[src/rtl/cpu_run_controller_pkg.sv]
// cpu_run_pkg: shared types and helpers for the Hack CPU run controller.
//
// Contents:
//   run_state_t     - controller FSM state encoding (also exported as a
//                     debug output of the top level)
//   HALT_REPS_DEF   - default number of loop detections that declare halt
//   MAX_CYCLES_DEF  - default RUN-cycle budget before timeout
//   is_a_instr()    - true for a Hack A-instruction (bit 15 clear)
package cpu_run_pkg;

    typedef enum logic [2:0] {
        ST_IDLE = 3'd0,
        ST_RST  = 3'd1,
        ST_RUN  = 3'd2,
        ST_DONE = 3'd3,
        ST_TOUT = 3'd4
    } run_state_t;

    localparam int HALT_REPS_DEF  = 3;
    localparam int MAX_CYCLES_DEF = 3276800;

    // A Hack A-instruction ("@value") has bit 15 clear; every C-instruction
    // has it set.
    function automatic logic is_a_instr(input logic [15:0] word);
        return ~word[15];
    endfunction

endpackage

[src/rtl/cpu_run_controller_if.sv]
// cpu_run_controller_if: bus bundle between the run controller and its
// surroundings (CPU core, instruction ROM, data RAM and host RAM port).
//
// Signal groups:
//   CPU  : cpu_reset, cpu_pc, cpu_instr, cpu_addrM, cpu_outM, cpu_writeM,
//          cpu_inM
//   ROM  : rom_addr (to ROM), rom_data (asynchronous read word)
//   RAM  : ram_addr, ram_wdata, ram_we (to RAM), ram_rdata (async read)
//   Host : host_addr, host_wdata, host_we (from host), host_gnt,
//          host_rdata (to host)
//
// Modports:
//   master - the run controller
//   slave  - the environment (CPU, memories, host)
//
// Host handshake: host_we is the host's valid and host_gnt is the
// controller's ready. A host write lands on the rising clk edge at which
// host_we and host_gnt are both high; with host_gnt low the write is
// dropped, never queued. host_gnt depends on controller state only, so the
// host may look at it and drive host_we in the same cycle. host_rdata is
// meaningful whenever host_gnt is high.
interface cpu_run_controller_if #(
    parameter int ADDR_W = 15,
    parameter int DATA_W = 16
);

    logic              cpu_reset;
    logic [15:0]       cpu_pc;
    logic [15:0]       cpu_instr;
    logic [15:0]       cpu_addrM;
    logic [15:0]       cpu_outM;
    logic              cpu_writeM;
    logic [15:0]       cpu_inM;

    logic [ADDR_W-1:0] rom_addr;
    logic [DATA_W-1:0] rom_data;

    logic [ADDR_W-1:0] ram_addr;
    logic [DATA_W-1:0] ram_wdata;
    logic              ram_we;
    logic [DATA_W-1:0] ram_rdata;

    logic [ADDR_W-1:0] host_addr;
    logic [DATA_W-1:0] host_wdata;
    logic              host_we;
    logic              host_gnt;
    logic [DATA_W-1:0] host_rdata;

    modport master (
        output cpu_reset, cpu_instr, cpu_inM,
        output rom_addr,
        output ram_addr, ram_wdata, ram_we,
        output host_gnt, host_rdata,
        input  cpu_pc, cpu_addrM, cpu_outM, cpu_writeM,
        input  rom_data, ram_rdata,
        input  host_addr, host_wdata, host_we
    );

    modport slave (
        input  cpu_reset, cpu_instr, cpu_inM,
        input  rom_addr,
        input  ram_addr, ram_wdata, ram_we,
        input  host_gnt, host_rdata,
        output cpu_pc, cpu_addrM, cpu_outM, cpu_writeM,
        output rom_data, ram_rdata,
        output host_addr, host_wdata, host_we
    );

endinterface

[src/rtl/cpu_run_controller_halt_detector.sv]
// halt_detector: recognises the Hack end-of-program idiom
//     (END) @END
//           0;JMP
// which makes the PC alternate END, END+1, END, ...
//
// Ports:
//   clk, reset - clock and synchronous active-high reset
//   clear      - synchronous clear of history and count (held during RST)
//   run        - high on cycles where the CPU executes an instruction
//   pc         - current CPU program counter
//   instr      - ROM word at pc
//   halt       - combinational: this RUN edge carries the HALT_REPS-th event
module halt_detector
    import cpu_run_pkg::*;
#(
    parameter int DATA_W    = 16,
    parameter int HALT_REPS = HALT_REPS_DEF
) (
    input  logic              clk,
    input  logic              reset,
    input  logic              clear,
    input  logic              run,
    input  logic [15:0]       pc,
    input  logic [DATA_W-1:0] instr,
    output logic              halt
);

    localparam int CNT_W = $clog2(HALT_REPS + 1);
    localparam logic [CNT_W-1:0] CNT_MAX  = CNT_W'(HALT_REPS);
    localparam logic [CNT_W-1:0] CNT_LAST = CNT_W'(HALT_REPS - 1);

    logic [15:0]      pc1;
    logic [15:0]      pc2;
    logic [1:0]       hist;
    logic [CNT_W-1:0] count;
    logic             loop_event;

    // The instruction must load its own address and the PC must have come
    // back to where it was two instructions ago. Both history slots have to
    // hold real RUN-cycle PCs, otherwise the stale zeroes after a clear
    // would match the instruction at address 0.
    always_comb begin
        loop_event = run
                  && (hist == 2'b11)
                  && is_a_instr(instr[15:0])
                  && (instr[14:0] == pc[14:0])
                  && (pc == pc2);
        halt = loop_event && (count == CNT_LAST);
    end

    always_ff @(posedge clk) begin
        if (reset || clear) begin
            pc1   <= '0;
            pc2   <= '0;
            hist  <= '0;
            count <= '0;
        end else if (run) begin
            pc2  <= pc1;
            pc1  <= pc;
            hist <= {hist[0], 1'b1};
            if (loop_event && (count != CNT_MAX)) begin
                count <= count + CNT_W'(1);
            end
        end
    end

endmodule

[src/rtl/cpu_run_controller.sv]
// cpu_run_controller: run sequencer and data-RAM arbiter for a Hack CPU.
//
// The CPU is held in reset until the host pulses start. One RST cycle
// later the CPU runs until either the end-of-program self loop has been
// seen HALT_REPS times (DONE) or MAX_CYCLES RUN cycles have elapsed (TOUT).
// Outside RST/RUN the host owns the single RAM port.
//
// Ports:
//   clk, reset - clock and synchronous active-high reset
//   start      - one-cycle pulse, honoured in IDLE, DONE and TOUT only
//   busy       - high in RST and RUN
//   done       - high in DONE
//   timeout    - high in TOUT
//   cycles     - RUN cycles since the last accepted start (saturating)
//   dbg_state  - current FSM state
//   bus        - CPU / ROM / RAM / host bundle (master side)
module cpu_run_controller
    import cpu_run_pkg::*;
#(
    parameter int ADDR_W     = 15,
    parameter int DATA_W     = 16,
    parameter int MAX_CYCLES = MAX_CYCLES_DEF,
    parameter int HALT_REPS  = HALT_REPS_DEF
) (
    input  logic                 clk,
    input  logic                 reset,
    input  logic                 start,
    output logic                 busy,
    output logic                 done,
    output logic                 timeout,
    output logic [31:0]          cycles,
    output run_state_t           dbg_state,
    cpu_run_controller_if.master bus
);

    localparam logic [31:0] CYCLE_LAST = 32'(MAX_CYCLES - 1);

    run_state_t state;
    run_state_t next_state;
    logic       start_accept;
    logic       run;
    logic       halt;
    logic       at_limit;
    logic       host_gnt;
    logic       cpu_hold;
    logic       ram_we_raw;
    logic       unused_addr_bits;

    assign run       = (state == ST_RUN);
    assign at_limit  = (cycles == CYCLE_LAST);
    assign dbg_state = state;

    // Upper CPU address bits beyond the RAM window are not decoded.
    assign unused_addr_bits = ^bus.cpu_addrM;

    // ------------------------------------------------------------------
    // Halt detection; history and count are wiped while in RST so every
    // run starts from a clean slate.
    // ------------------------------------------------------------------
    halt_detector #(
        .DATA_W    (DATA_W),
        .HALT_REPS (HALT_REPS)
    ) u_halt (
        .clk   (clk),
        .reset (reset),
        .clear (state == ST_RST),
        .run   (run),
        .pc    (bus.cpu_pc),
        .instr (bus.rom_data),
        .halt  (halt)
    );

    // ------------------------------------------------------------------
    // FSM: state register
    // ------------------------------------------------------------------
    always_ff @(posedge clk) begin
        if (reset) begin
            state <= ST_IDLE;
        end else begin
            state <= next_state;
        end
    end

    // ------------------------------------------------------------------
    // FSM: next state. Halt wins over timeout on the same edge.
    // ------------------------------------------------------------------
    always_comb begin
        next_state   = state;
        start_accept = 1'b0;
        unique case (state)
            ST_IDLE, ST_DONE, ST_TOUT: begin
                if (start) begin
                    next_state   = ST_RST;
                    start_accept = 1'b1;
                end
            end
            ST_RST: begin
                next_state = ST_RUN;
            end
            ST_RUN: begin
                if (halt) begin
                    next_state = ST_DONE;
                end else if (at_limit) begin
                    next_state = ST_TOUT;
                end
            end
            default: begin
                next_state = ST_IDLE;
            end
        endcase
    end

    // ------------------------------------------------------------------
    // FSM: outputs decoded from state
    // ------------------------------------------------------------------
    always_comb begin
        busy     = 1'b0;
        done     = 1'b0;
        timeout  = 1'b0;
        cpu_hold = 1'b1;
        host_gnt = 1'b0;
        unique case (state)
            ST_IDLE: begin
                host_gnt = 1'b1;
            end
            ST_RST: begin
                busy = 1'b1;
            end
            ST_RUN: begin
                busy     = 1'b1;
                cpu_hold = 1'b0;
            end
            ST_DONE: begin
                done     = 1'b1;
                host_gnt = 1'b1;
            end
            ST_TOUT: begin
                timeout  = 1'b1;
                host_gnt = 1'b1;
            end
            default: begin
                host_gnt = 1'b0;
            end
        endcase
    end

    // ------------------------------------------------------------------
    // RUN cycle counter: cleared on the edge that accepts start,
    // saturating at all-ones.
    // ------------------------------------------------------------------
    always_ff @(posedge clk) begin
        if (reset) begin
            cycles <= '0;
        end else if (start_accept) begin
            cycles <= '0;
        end else if (run && (cycles != '1)) begin
            cycles <= cycles + 32'd1;
        end
    end

    // ------------------------------------------------------------------
    // CPU and ROM path. The CPU is also held while the controller itself
    // is being reset so it cannot advance on that edge.
    // ------------------------------------------------------------------
    always_comb begin
        bus.cpu_reset = cpu_hold | reset;
        bus.rom_addr  = bus.cpu_pc[ADDR_W-1:0];
        bus.cpu_instr = run ? bus.rom_data : '0;
        bus.cpu_inM   = bus.ram_rdata;
    end

    // ------------------------------------------------------------------
    // RAM arbiter. The write strobe is suppressed during controller reset
    // so a reset that lands mid-store leaves memory untouched.
    // ------------------------------------------------------------------
    always_comb begin
        if (host_gnt) begin
            bus.ram_addr  = bus.host_addr;
            bus.ram_wdata = bus.host_wdata;
            ram_we_raw    = bus.host_we;
        end else begin
            bus.ram_addr  = bus.cpu_addrM[ADDR_W-1:0];
            bus.ram_wdata = bus.cpu_outM;
            ram_we_raw    = bus.cpu_writeM & run;
        end
        bus.ram_we     = ram_we_raw & ~reset;
        bus.host_gnt   = host_gnt;
        bus.host_rdata = bus.ram_rdata;
    end

endmodule

[src/flat_wrapper.sv]
// flat-port wrapper written by rule: the top's interface ports become plain ports
module cpu_run_controller_flat import cpu_run_pkg::*;
#(
    parameter int ADDR_W     = 15,
    parameter int DATA_W     = 16,
    parameter int MAX_CYCLES = MAX_CYCLES_DEF,
    parameter int HALT_REPS  = HALT_REPS_DEF
)
  (clk, reset, start, busy, done, timeout, cycles, dbg_state, bus_cpu_reset, bus_cpu_instr, bus_cpu_inM, bus_rom_addr, bus_ram_addr, bus_ram_wdata, bus_ram_we, bus_host_gnt, bus_host_rdata, bus_cpu_pc, bus_cpu_addrM, bus_cpu_outM, bus_cpu_writeM, bus_rom_data, bus_ram_rdata, bus_host_addr, bus_host_wdata, bus_host_we);
  cpu_run_controller_if #(.ADDR_W(ADDR_W), .DATA_W(DATA_W)) bus_i ();
  input  logic clk;
  input  logic reset;
  input  logic start;
  output logic busy;
  output logic done;
  output logic timeout;
  output logic [31:0] cycles;
  output run_state_t dbg_state;
  output wire logic [$bits(bus_i.cpu_reset)-1:0] bus_cpu_reset;
  output wire logic [$bits(bus_i.cpu_instr)-1:0] bus_cpu_instr;
  output wire logic [$bits(bus_i.cpu_inM)-1:0] bus_cpu_inM;
  output wire logic [$bits(bus_i.rom_addr)-1:0] bus_rom_addr;
  output wire logic [$bits(bus_i.ram_addr)-1:0] bus_ram_addr;
  output wire logic [$bits(bus_i.ram_wdata)-1:0] bus_ram_wdata;
  output wire logic [$bits(bus_i.ram_we)-1:0] bus_ram_we;
  output wire logic [$bits(bus_i.host_gnt)-1:0] bus_host_gnt;
  output wire logic [$bits(bus_i.host_rdata)-1:0] bus_host_rdata;
  input wire logic [$bits(bus_i.cpu_pc)-1:0] bus_cpu_pc;
  input wire logic [$bits(bus_i.cpu_addrM)-1:0] bus_cpu_addrM;
  input wire logic [$bits(bus_i.cpu_outM)-1:0] bus_cpu_outM;
  input wire logic [$bits(bus_i.cpu_writeM)-1:0] bus_cpu_writeM;
  input wire logic [$bits(bus_i.rom_data)-1:0] bus_rom_data;
  input wire logic [$bits(bus_i.ram_rdata)-1:0] bus_ram_rdata;
  input wire logic [$bits(bus_i.host_addr)-1:0] bus_host_addr;
  input wire logic [$bits(bus_i.host_wdata)-1:0] bus_host_wdata;
  input wire logic [$bits(bus_i.host_we)-1:0] bus_host_we;
  assign bus_cpu_reset = bus_i.cpu_reset;
  assign bus_cpu_instr = bus_i.cpu_instr;
  assign bus_cpu_inM = bus_i.cpu_inM;
  assign bus_rom_addr = bus_i.rom_addr;
  assign bus_ram_addr = bus_i.ram_addr;
  assign bus_ram_wdata = bus_i.ram_wdata;
  assign bus_ram_we = bus_i.ram_we;
  assign bus_host_gnt = bus_i.host_gnt;
  assign bus_host_rdata = bus_i.host_rdata;
  assign bus_i.cpu_pc = bus_cpu_pc;
  assign bus_i.cpu_addrM = bus_cpu_addrM;
  assign bus_i.cpu_outM = bus_cpu_outM;
  assign bus_i.cpu_writeM = bus_cpu_writeM;
  assign bus_i.rom_data = bus_rom_data;
  assign bus_i.ram_rdata = bus_ram_rdata;
  assign bus_i.host_addr = bus_host_addr;
  assign bus_i.host_wdata = bus_host_wdata;
  assign bus_i.host_we = bus_host_we;
  cpu_run_controller #(.ADDR_W(ADDR_W), .DATA_W(DATA_W), .MAX_CYCLES(MAX_CYCLES), .HALT_REPS(HALT_REPS)) u_core (.clk(clk), .reset(reset), .start(start), .busy(busy), .done(done), .timeout(timeout), .cycles(cycles), .dbg_state(dbg_state), .bus(bus_i));
endmodule
[config.mk]
export PLATFORM = sky130hd
export DESIGN_NAME = cpu_run_controller_flat
export DESIGN_NICKNAME = d
export VERILOG_FILES = /design/src/rtl/cpu_run_controller_pkg.sv /design/src/rtl/cpu_run_controller_if.sv /design/src/rtl/cpu_run_controller_halt_detector.sv /design/src/rtl/cpu_run_controller.sv /design/src/flat_wrapper.sv
export SDC_FILE = /design/constraint.sdc
export NUM_CORES = 1
export LEC_CHECK = 0
export CORE_UTILIZATION = 41
export DETAILED_ROUTE_END_ITERATION = 10
export PLACE_DENSITY_LB_ADDON = 0.1
export SYNTH_ARGS = -nofsm -noshare
export SYNTH_HDL_FRONTEND = slang
export SYNTH_SLANG_ARGS = --single-unit
[constraint.sdc]
create_clock -name clk -period 4.6 [get_ports clk]
set_input_delay 1.15 -clock clk [delete_from_list [all_inputs] [get_ports clk]]
set_output_delay 1.15 -clock clk [all_outputs]
set_load 0.02 [all_outputs]
==> impl_metrics.tcl, run 1 <==
set metrics [dict create \
    relSlewSlack_pct 24.9 \
    areaGrowthSynthToFinish_pct 45.6 \
    arrival_ns 2.60 \
    synth.area.mux_share_pct 8.21 \
    hold_class "reg -> reg" \
    synth_top_cell_area_share_pct 33.4 \
    rsz0062_at_grt "no" \
    avgViaCountPerCell 5.14 \
    first_global_vias 3927 \
    synthesis.area_um2 4250 \
    yosysWarnings 0 \
    max_freq_ghz 0.266 \
    synth_edf_count 0 \
    portBuffers 201 \
    instances_no_fill 808 \
    root_buffer "clkbuf_8" \
    outcome "finished clean" \
    overflow 0 \
    synth_top_family_by_area "simple AND/OR/NAND/NOR gates" \
    dr.first_iter.drc_count 207 \
    die_h_um 104 \
    hpwl_um 9080 \
    asyncSetResetFlopFracSynth_pct 0 \
    cts_htree_levels 3 \
    min_period_ns 3.75 \
    powerDensity_nw_per_um2 341 \
    max_slew.worst_pin.slew_ns 1.13 \
    synthTopCellsByCount "nand2_1, dfxtp_1, buf_4, a21oi_1, nor2_1" \
    grt_pass1_wl_um 19600 \
    cp.required_ns 3.45 \
    coreArea_um2 9910 \
    power_leakage_uw 0.00210 \
    r2r_start "u_core.dbg_state[1]" \
    grt_max_degree 54 \
    setup_violations 0 \
    antenna_left 0 \
    nNetsFinal 789 \
    worstHoldStart "u_core.u_halt.pc1[1]" \
    grtUsageTotal_pct 22.3 \
    yosysTopAreaCell "dfxtp_1" \
    yosysMostFrequentCell "nand2_1" \
    antenna_found_initial 1 \
    startpoint_type "flip-flop" \
    clk_pin_slew_worst_paths_ns 0.07 \
    synth_xor_area_share_pct 7.62 \
    drtPass1Iterations 7 \
    synthCells 523 \
    fin_skew_ns 0.0109 \
    hold_buffers 0 \
    numCtsBuffers 9 \
    synth_compound_area_share_pct 9.80 \
    dieArea_um2 10800 \
    ys.flop_type "dfxtp_1" \
    setup_ws_ns 0.845 \
    route.detailed.wl_per_inst_um 14.8 \
    crit_type "reg -> out" \
    dp.cells 792 \
    ys_seq_area_share_pct 33.4 \
    holdPathEnd "u_core.u_halt.pc2[1]" \
    synth_cell_types 51 \
    fillers 874 \
    totalWireLength_um 12000 \
    cts_max_path_buffers 2 \
    post-place-ws_ns 0.849 \
    syn-num-nets 642 \
    synth.avg_cell_area_um2 8.13 \
    cts_tree "done" \
    row_count 36 \
    ios 251 \
    gp_congestion 0.789 \
    slew_violations 0 \
    clk_latency_ns 0.33 \
    timing.rr.end "u_core.cycles[29]" \
    cts_resized 0 \
    maxCapViolations 0 \
    reg2reg_setup_slack_ns 1.74 \
    cts_sinks 71 \
    diodes 0 \
    final_area_um2 6190 \
    ys_ff_latch 71 \
    yosys.area_share.simple_pct 28.4 \
    cts_setup_buffers 0 \
    synth_fa_ha_area_share_pct 0.883 \
    fin_setup_tns_ns 0 \
    via_count 4155 \
    drive_gt1_share_pct 9.63 \
    route.detailed.drc 0 \
    min_path_cells 2 \
    setup.worst_path.end_class "output pin" \
    p_total_uw 2110 \
    critPathMaxFanout 32 \
    ir_drop_v 0.000249 \
    die_w_um 104 \
    place_area_um2 6010 \
    synth.area.top_cells "dfxtp_1, buf_4, mux2_2, nand2_1, a21oi_1" \
    fin_crit_sh_pct 81.6 \
    reg2reg_depth 7 \
    hold_viol 0 \
    initial_core_util_pct 42.9 \
]
-- cell families (layout without fill, tap and decap cells) --
kind of cell    Yosys count  after routing
mux                      31             31
compound gates           70             70
flops                    71             71
xor+xnor                 37             37
simple gates            230            230
fa+ha+maj                 3              3
buf+inv                  81            233
-- through the flow --
| step | hold WS [ns] | utilization [%] |
|---|---|---|
| 3_3_place_gp | 0.436 | 60.7 |
| 4_1_cts | 0.455 | 62.4 |
| 6_report | 0.452 | 62.4 |
| 2_1_floorplan | 0.432 | - |
| 3_5_place_dp | 0.445 | 60.7 |
| 5_1_grt | 0.466 | 62.4 |
-- metal layers --
layer	global-route usage [%]	wire [um]	share of wire, %
met1	28.4	5290	44
met2	37.2	5780	48
met3	6.80	773	6.5
met4	4.59	109	0.91
met5	0	13	0.11
-- worst max-delay path by stage --
stage,from,slack (ns),end,cells after the start
finish,u_core.dbg_state[0],0.85,bus_ram_we,8
global route,u_core.dbg_state[0],0.61,bus_ram_we,8
CTS,u_core.dbg_state[0],0.83,bus_ram_we,8
detailed placement,reset,0.85,bus_cpu_reset,4
global placement,reset,0.83,bus_cpu_reset,4
floorplan,u_core.dbg_state[0],1.30,bus_ram_wdata[10],5
-- where the power goes --
group	internal, uW	switching (uW)	total (uW)
sequential	639	27.1	666
combinational	491	508	999
clock	224	220	444
-- worst max-delay path, stage by stage, from the launching register on --
cell and delay [ns]:
dfxtp_1 0.51, inv_1 0.14, nor3_1 0.31, nor2_2 0.10, buf_4 0.27, inv_1 0.15
a22oi_1 0.08, nor2_1 0.09, clkdlybuf4s50_1 0.62
-- state kept, by name, indices dropped and copies added, names as in the netlist --
signal and count:
u_core.dbg_state 3, u_core.u_halt.pc1 16, u_core.u_halt.count 2, u_core.u_halt.pc2 16, u_core.u_halt.hist 2, u_core.cycles 32
-- layout by cell type (no fill, tap or decap), types with 4 or more instances in the layout --
cell type / synthesis / routed
clkdlybuf4s50_1: 0 / 201
nand2_1: 83 / 83
dfxtp_1: 71 / 71
a21oi_1: 42 / 42
nor2_1: 40 / 39
mux2_2: 31 / 31
xor2_1: 19 / 19
xnor2_1: 18 / 18
and2_1: 17 / 17
nor3_1: 14 / 14
nand4_1: 13 / 13
or3_1: 13 / 13
inv_1: 12 / 12
nand3_1: 12 / 12
clkbuf_8: 0 / 11
o21ai_0: 9 / 9
nor4_1: 7 / 7
nand2b_1: 4 / 4
buf_4: 47 / 4
-- layout make-up --
type	count	area (um^2)	area share, %
Clock buffer	13	159	2.57
Sequential cell	71	1420	23.0
Clock inverter	3	17.5	0.283
Inverter	12	45.0	0.728
Multi-Input combinational cell	371	2340	37.8
Timing Repair Buffer	205	2040	33.0
Tap cell	133	166	2.69
(Power assumes the default switching activity.)
==> inputs of run 2 (changes only) <==
- CORE_UTILIZATION: 41 -> 35
- clock period: 4.6 -> 3.23 ns (I/O delays scaled with it)
==> run 2 against run 1 <==
  * Critical path type unchanged
  * Setup slack got worse by 0.75 ns
  * Global-route usage decreased by 2.8 points
  * Die area increased by 17%
  * Utilization decreased by 7.3 points
  * Clock skew decreased by 0.0046 ns
  * Clock-buffer cell count decreased by 2
  * Cell area increased by 3.5%
  * Critical path depth decreased by 2
  * Sequential power increased by 43%
  * Sequential cell count unchanged
  * Total power increased by 62%
  * The run now ends with DRC left
==> impl_metrics.tcl, run 2 (same netlist as run 1, synthesis figures left out) <==
set metrics [dict create \
    outcome "finished with violations" \
    failed_checks "DRC" \
    fin_setup_tns_ns 0 \
    startpoint_type "flip-flop" \
    hold_class "reg -> reg" \
    fin_crit_sh_pct 97.1 \
    gp_congestion 0.825 \
    power_leakage_uw 0.00219 \
    overflow 0 \
    setup_ws_ns 0.0927 \
    grtUsageTotal_pct 19.5 \
    seq_power_share_pct 27.8 \
    row_count 39 \
    worstHoldStart "u_core.u_halt.pc1[8]" \
    top_regs "u_core.cycles: 32 flops, u_core.u_halt.pc1: 16 flops, u_core.u_halt.pc2: 16 flops" \
    clk_latency_ns 0.33 \
    largest_reg_flops 32 \
    areaGrowthSynthToFinish_pct 50.7 \
    grt.met1_usage_pct 24.1 \
    largest-register "u_core.cycles" \
    hold_viol 0 \
    fin_skew_ns 0.00630 \
    ios 251 \
    avgViaCountPerCell 5.05 \
    reg2reg_depth 7 \
    die_h_um 112 \
    clk_pin_slew_worst_paths_ns 0.06 \
    arrival_ns 2.33 \
    reg2reg_setup_slack_ns 0.54 \
    cp.required_ns 2.42 \
    max_freq_ghz 0.319 \
    pwr-share-comb_pct 43.1 \
    antenna_left 0 \
    cts_tree "done" \
    setup.worst_path.end_class "output pin" \
    dr.first_iter.drc_count 194 \
    root_buffer "clkbuf_16" \
    dieArea_um2 12600 \
    nNetsFinal 795 \
    clockPowerShare_pct 29.1 \
    switchingPower_uw 1150 \
    switching_share_pct 33.6 \
    post-place-ws_ns -0.00279 \
    mostFrequentLayoutCells "clkdlybuf4s50_1, nand2_1, dfxtp_1, a21oi_1, nor2_1" \
    route.detailed.drc 8 \
    timing.rr.end "u_core.cycles[29]" \
    final_core_util_pct 55.2 \
    diodes 0 \
    hpwl_um 9260 \
    crit_type "reg -> out" \
    drtPass1Iterations 9 \
    ir_drop_v 0.000318 \
    hold_buffers 0 \
    drive_gt1_share_pct 11.0 \
    coreArea_um2 11600 \
    critPathMaxFanout 31 \
    numCtsBuffers 9 \
    slew_violations 0 \
    gr-usage-met3_pct 4.97 \
    initial_core_util_pct 36.6 \
    antenna_found_initial 0 \
    grt_pass1_wl_um 19800 \
    grt.busiest_layer "met2" \
    maxCapViolations 0 \
    first_global_vias 4002 \
    multi_input_area_um2 2350 \
    portBuffers 201 \
    use_met2_pct 33.5 \
    cts_sinks 71 \
    fillers 1079 \
    cts_htree_levels 3 \
    relSlewSlack_pct 60.4 \
    setup_violations 0 \
    holdPathEnd "u_core.u_halt.pc1[8]" \
    grt_max_degree 54 \
    totalWireLength_um 12100 \
    min_period_ns 3.14 \
    r2r_start "u_core.dbg_state[2]" \
    cts_max_path_buffers 2 \
    max_slew.worst_pin.slew_ns 0.593 \
    regArea_um2 1420 \
    min_path_cells 2 \
    powerDensity_nw_per_um2 534 \
    route.detailed.wl_per_inst_um 14.7 \
    p_int_uw 2270 \
    mostFrequentLayoutCell "clkdlybuf4s50_1" \
    die_w_um 112 \
    p_total_uw 3420 \
    via_count 4158 \
]
-- run 2: cell types whose count changed in the layout (fill, tap and decap cells not counted), moves of 2 or more --
cell / before / now
clkbuf_16: 0 / 9
dfxtp_1: 71 / 69
clkbuf_8: 11 / 1
buf_4: 4 / 8
dfxtp_2: 0 / 2
buf_12: 0 / 2
-- run 2: area by class of cell --
cell class                      instances  area share, %
Clock buffer                           11           3.79
Clock inverter                          5          0.879
Inverter                               12          0.703
Multi-Input combinational cell        371           36.6
Sequential cell                        71           22.2
Tap cell                              143           2.79
Timing Repair Buffer                  211           33.0
-- run 2: timing repair --
action                     4_1_cts  5_1_grt
setup buffers                    0        0
setup endpoints to repair       31       32
resized for setup                1        3
-- run 2: metal layers --
metal  routed length (um)  vias to the layer above
li1                     -                     2070
met1                 5200                     1922
met2                 5970                      151
met3                  809                       15
met4                  158                        0
met5                    0                        -
-- run 2: worst max path at each step --
stage	slack [ns]	start	depth (start not counted)	to
6_report	0.09	u_core.dbg_state[0]	6	bus_ram_addr[0]
5_1_grt	-0.004	u_core.dbg_state[0]	6	bus_ram_addr[0]
4_1_cts	0.003	u_core.dbg_state[0]	5	bus_ram_addr[2]
3_5_place_dp	-0.003	bus_cpu_pc[14]	7	u_core.dbg_state[1]
3_3_place_gp	0.04	bus_cpu_pc[14]	7	u_core.dbg_state[0]
2_1_floorplan	0.27	u_core.dbg_state[0]	5	bus_ram_wdata[10]
-- run 2: through the flow --
step	hold slack [ns]	std cells	instance area [um^2]
floorplan	0.432	523	4250
global placement	0.436	808	6090
detailed placement	0.444	808	6090
CTS	0.453	824	6400
global route	0.462	824	6410
finish	0.453	824	6410
-- run 2: power by group through the flow --
stage / Sequential [uW] / Clock (uW) / Combinational, uW
detailed placement: 968 / 0 / 1470
finish: 953 / 995 / 1470
floorplan: 976 / 0 / 866
global route: 958 / 1060 / 1560
CTS: 949 / 1020 / 1480
global placement: 967 / 0 / 1460
-- run 2: worst max-delay path: stages, from the launching register on --
cell and delay, ns:
dfxtp_2 0.41, inv_1 0.11, nor3_2 0.31, nor2_4 0.10
buf_12 0.19, mux2_2 0.24, clkdlybuf4s50_1 0.62
